[src/rtl/bus_arbiter_rr.sv]
// Round-robin arbiter for the shared tri-state system bus.
// It adds a one-cycle turnaround between owners, a tenure limit and a watchdog on stuck transfers.
module bus_arbiter_rr #(
    parameter int N       = 8,
    parameter int TENURE  = 64,
    parameter int TIMEOUT = 256
) (
    input  logic         clk,
    input  logic         clr,
    input  logic [N-1:0] DMA,
    output logic [N-1:0] grant,
    input  logic         BUS_req,
    input  logic         BUS_ready,
    output logic [2:0]   owner,
    output logic         bus_busy,
    output logic         timeout
);

    localparam int LW = (N > 1) ? $clog2(N) : 1;
    localparam int TW = $clog2(TENURE + 1);
    localparam int WW = (TIMEOUT > 1) ? $clog2(TIMEOUT) : 1;

    typedef enum logic [1:0] {IDLE, OWN, GAP} state_t;

    state_t        state;
    logic [2:0]    last;
    logic [TW-1:0] tenure_cnt;
    logic [WW-1:0] wd_cnt;

    logic          found;
    logic [2:0]    sel;
    logic [LW-1:0] probe;
    logic          own_req;
    logic          other_req;
    logic          tenure_done;
    logic          wd_counting;
    logic          wd_fire;

    // First requester strictly after the previous owner, wrapping modulo N.
    always_comb begin
        found = 1'b0;
        sel   = '0;
        probe = '0;
        for (int i = 1; i <= N; i++) begin
            probe = LW'((int'(last) + i) % N);
            if (!found && DMA[probe]) begin
                found = 1'b1;
                sel   = 3'(probe);
            end
        end
    end

    // In OWN the grant vector is the owner mask, so it separates the owner from its rivals.
    assign own_req     = |(DMA & grant);
    assign other_req   = |(DMA & ~grant);
    // The counter holds completed cycles, and the coming edge completes one more.
    assign tenure_done = (tenure_cnt >= TW'(TENURE - 1));
    assign wd_counting = BUS_req && !BUS_ready;
    assign wd_fire     = wd_counting && (wd_cnt == WW'(TIMEOUT - 1));

    always_ff @(posedge clk or negedge clr) begin
        if (!clr) begin
            state      <= IDLE;
            grant      <= '0;
            owner      <= '0;
            bus_busy   <= 1'b0;
            timeout    <= 1'b0;
            last       <= 3'(N - 1);
            tenure_cnt <= '0;
            wd_cnt     <= '0;
        end else begin
            timeout <= 1'b0;
            case (state)
                IDLE: begin
                    grant    <= '0;
                    bus_busy <= 1'b0;
                    wd_cnt   <= '0;
                    if (found) begin
                        grant      <= N'(1) << sel;
                        owner      <= sel;
                        last       <= sel;
                        bus_busy   <= 1'b1;
                        tenure_cnt <= '0;
                        state      <= OWN;
                    end
                end
                OWN: begin
                    if (tenure_cnt != TW'(TENURE))
                        tenure_cnt <= tenure_cnt + 1'b1;
                    wd_cnt <= wd_counting ? wd_cnt + 1'b1 : '0;
                    // The watchdog wins, and otherwise the bus is only handed back between transfers.
                    if (wd_fire) begin
                        timeout  <= 1'b1;
                        grant    <= '0;
                        bus_busy <= 1'b0;
                        wd_cnt   <= '0;
                        state    <= GAP;
                    end else if (!BUS_req && (!own_req || (tenure_done && other_req))) begin
                        grant    <= '0;
                        bus_busy <= 1'b0;
                        state    <= GAP;
                    end
                end
                GAP: begin
                    grant    <= '0;
                    bus_busy <= 1'b0;
                    state    <= IDLE;
                end
                default: begin
                    grant    <= '0;
                    bus_busy <= 1'b0;
                    state    <= IDLE;
                end
            endcase
        end
    end

endmodule
[config.mk]
export PLATFORM = sky130hd
export DESIGN_NAME = bus_arbiter_rr
export DESIGN_NICKNAME = d
export VERILOG_FILES = /design/src/rtl/bus_arbiter_rr.sv
export SDC_FILE = /design/constraint.sdc
export NUM_CORES = 1
export LEC_CHECK = 0
export ABC_AREA = 1
export CELL_PAD_IN_SITES_DETAIL_PLACEMENT = 1
export CELL_PAD_IN_SITES_GLOBAL_PLACEMENT = 1
export CORE_MARGIN = 10
export CORE_UTILIZATION = 35
export DETAILED_ROUTE_END_ITERATION = 7
export HOLD_SLACK_MARGIN = 0.02
export PLACE_DENSITY_LB_ADDON = 0.1
export SYNTH_ARGS = -nofsm -noshare
export SYNTH_HDL_FRONTEND = slang
export SYNTH_SLANG_ARGS = --single-unit
[constraint.sdc]
create_clock -name clk -period 7.9 [get_ports clk]
set_input_delay 0.79 -clock clk [delete_from_list [all_inputs] [get_ports clk]]
set_output_delay 0.79 -clock clk [all_outputs]
set_load 0.1 [all_outputs]
==> results.py <==
metrics = {
    "floorplanning": {
        "fp.dieH_um": 105,
        "die-area_mm2": 0.0110,
        "io_pins": 25,
        "dieWidth_um": 105,
        "rows": 30,
        "initial_utilization": 0.366,
        "coreArea_mm2": 0.00691,
    },
    "timing": {
        "hold_viol": 0,
        "worstMarginPinSlew_ns": 0.989,
        "fin_crit_sh": 0.396,
        "rsz0062_at_grt": "false",
        "slew_viol_final": 0,
        "final.setup.tns_ns": 0,
        "slew_headroom": 0.339,
        "layout_min_cycle_time_ns": 3.13,
        "clock_skew_ns": 0.00783,
        "clock.fmax_ghz": 0.320,
        "setup_viol": 0,
        "setup_slack_ns": 4.77,
    },
    "finish": {
        "layout.nets": 395,
        "final_cell_mix": "nand2_1 (108), nand3_1 (40), inv_1 (33), nor2_1 (30), dfrtp_1 (30)",
        "drive_above_1_share": 0.137,
        "diodes": 0,
        "area_growth_syn_to_layout_pct": 16.9,
        "finalNonFillerCells": 475,
        "mostFrequentLayoutCell": "nand2_1",
    },
    "clock_network": {
        "cts_buffers": 5,
        "max-clock-path-buffers": 2,
        "cts_tree": "yes",
        "postCtsSetupBuffers": 0,
        "cts-resized-gates": 0,
        "clock_latency_ns": 0.29,
        "cts_hold_buf": 0,
        "h-tree-depth": 2,
        "root_buffer": "clkbuf_8",
        "cts.clk_slew.worst_paths_ns": 0.07,
        "clkSinkCount": 33,
    },
    "global_route": {
        "grt_max_degree": 34,
        "grt_overflow_total": 0,
        "grt_pass1_wl_um": 12200,
        "grt_usage": 0.131,
        "grt_pass1_vias": 2405,
        "antenna_found_initial": 0,
    },
    "yosys": {
        "yosys.area.top_type": "dfrtp_1",
        "syn_inst": 352,
        "synth_top_area_frac": 0.297,
        "seq_area_frac_synth": 0.328,
        "async_flop_share": 1.00,
        "synth-seq-cells": 33,
        "synth_fp_nets": 369,
        "yosys_warnings": 0,
        "netlist_area_mm2": 0.00253,
        "synthFlopType": "dfrtp_1",
        "avgSynthCellArea_um2": 7.18,
        "synth_area_leaders": "dfrtp_1 (30%), nand2_1 (16%), nand3_1 (7.9%), inv_1 (4.9%), nor2_1 (4.5%)",
        "synth_edf_count": 0,
        "synth_cell_type_count": 40,
    },
    "critical_path": {
        "startpoint_type": "register",
        "critPathMaxFanout": 14,
        "cp-end-kind": "register",
        "cp.arrival_ns": 3.30,
        "reg2reg_depth": 16,
        "critPathRequiredTime_ns": 8.08,
        "critPathKind": "reg2reg",
    },
    "status": {
        "outcome": "completed",
    },
    "detailed_routing": {
        "route.detailed.drc": 0,
        "drtIter0Drc": 68,
        "wire_per_inst_um": 15.2,
        "vias_per_cell": 4.97,
        "vias": 2362,
        "drt-pass1-iter-count": 4,
        "finalWirelength_um": 7200,
        "ant_nets": 0,
    },
    "worst_hold_path": {
        "whs_path_depth": 2,
        "worstHoldPathType": "reg2reg",
    },
    "place": {
        "hpwl_um": 5630,
        "pre_cts_ws_ns": 4.75,
        "io_buffer_count": 24,
        "place_congestion": 0.836,
        "dp.cells": 467,
    },
    "job": {
        "maxCapViolCount": 0,
    },
}
[cell type report]
type / count / area [um2]
Clock buffer: 7 / 86.3
Clock inverter: 1 / 30.0
Sequential cell: 33 / 830
Timing Repair Buffer: 25 / 248
Inverter: 44 / 168
Tap cell: 96 / 120
Multi-Input combinational cell: 269 / 1470
Fill cell: 919 / 3950
[critical path, stage by stage (launching register included)]
cell and delay (ns):
dfstp_2 0.69, inv_2 0.21, ha_1 0.45, inv_1 0.18, nand3_1 0.12, nand3_1 0.12
nand2_2 0.14, nor2_8 0.17, nand4_4 0.14, nor2_8 0.16, nand3b_4 0.09, nand2_4 0.16
nand2_4 0.11, nand2_2 0.11, nand2_1 0.05, nand2_1 0.06, nor2_2 0.04
[path summary, 6_finish.rpt]
kind	startpoint	end	slack, ns
worst min-delay path	bus_busy$_DFFE_PN0P_	bus_busy$_DFFE_PN0P_	0.47
max in group asynchronous	clr	last[2]$_DFFE_PN1P_	6.65
worst max-delay path	last[0]$_DFFE_PN1P_	tenure_cnt[2]$_DFFE_PN0P_	4.77
min in group asynchronous	clr	grant[4]$_DFFE_PN0P_	0.91
worst min register to register	bus_busy$_DFFE_PN0P_	bus_busy$_DFFE_PN0P_	0.47
worst max register to register	last[0]$_DFFE_PN1P_	tenure_cnt[2]$_DFFE_PN0P_	4.77
[synthesized netlist by cell type, types with 3 or more instances]
master and count:
nand2_1 108, nand3_1 40, inv_1 33, dfrtp_1 30, nor2_1 30, nand4_1 11
a21oi_1 10, inv_2 8, o21ai_0 8, nand3_2 6, nor3_1 6, o21ai_1 6
ha_1 5, nand2_4 5, nor2_2 5, buf_6 4, nand2_2 4, dfstp_2 3
o32ai_1 3
[flip-flops by register name (all words and copies together), names as in the netlist]
signal and cells:
last 3, timeout 1, bus_busy 1, state 2, owner 3, tenure_cnt 7, grant 8, wd_cnt 8
[layer usage]
layer / vias to the layer above / part of all wire / GRT usage
met3: 6 / 0.029 / 0.0227
met1: 1115 / 0.49 / 0.174
met4: 0 / 0.0085 / 0.0275
met2: 30 / 0.47 / 0.218
li1: 1211 / - / -
met5: - / 0 / 0
[logic make-up (layout without fill, tap and decap cells)]
group,count (synthesis),after routing,share of synthesized area
AOI/OAI and AO/OA,38,38,0.100
xor gates and xnor gates,3,3,0.0134
adders and majority gates,5,5,0.0248
buffers and inverters,50,77,0.0891
DFF,33,33,0.328
and+or+nand+nor,223,223,0.445
[per-stage QoR]
step / util / hold slack [ns] / instance area (um2)
CTS: 0.428 / 0.476 / 2950
finish: 0.428 / 0.471 / 2950
detailed placement: 0.411 / 0.458 / 2840
global placement: 0.411 / 0.464 / 2840
global route: 0.428 / 0.494 / 2950
floorplan: - / 0.486 / 2530
Power is not shown: default switching activity piles up to over one toggle a cycle in this logic, so the estimate is an artifact.
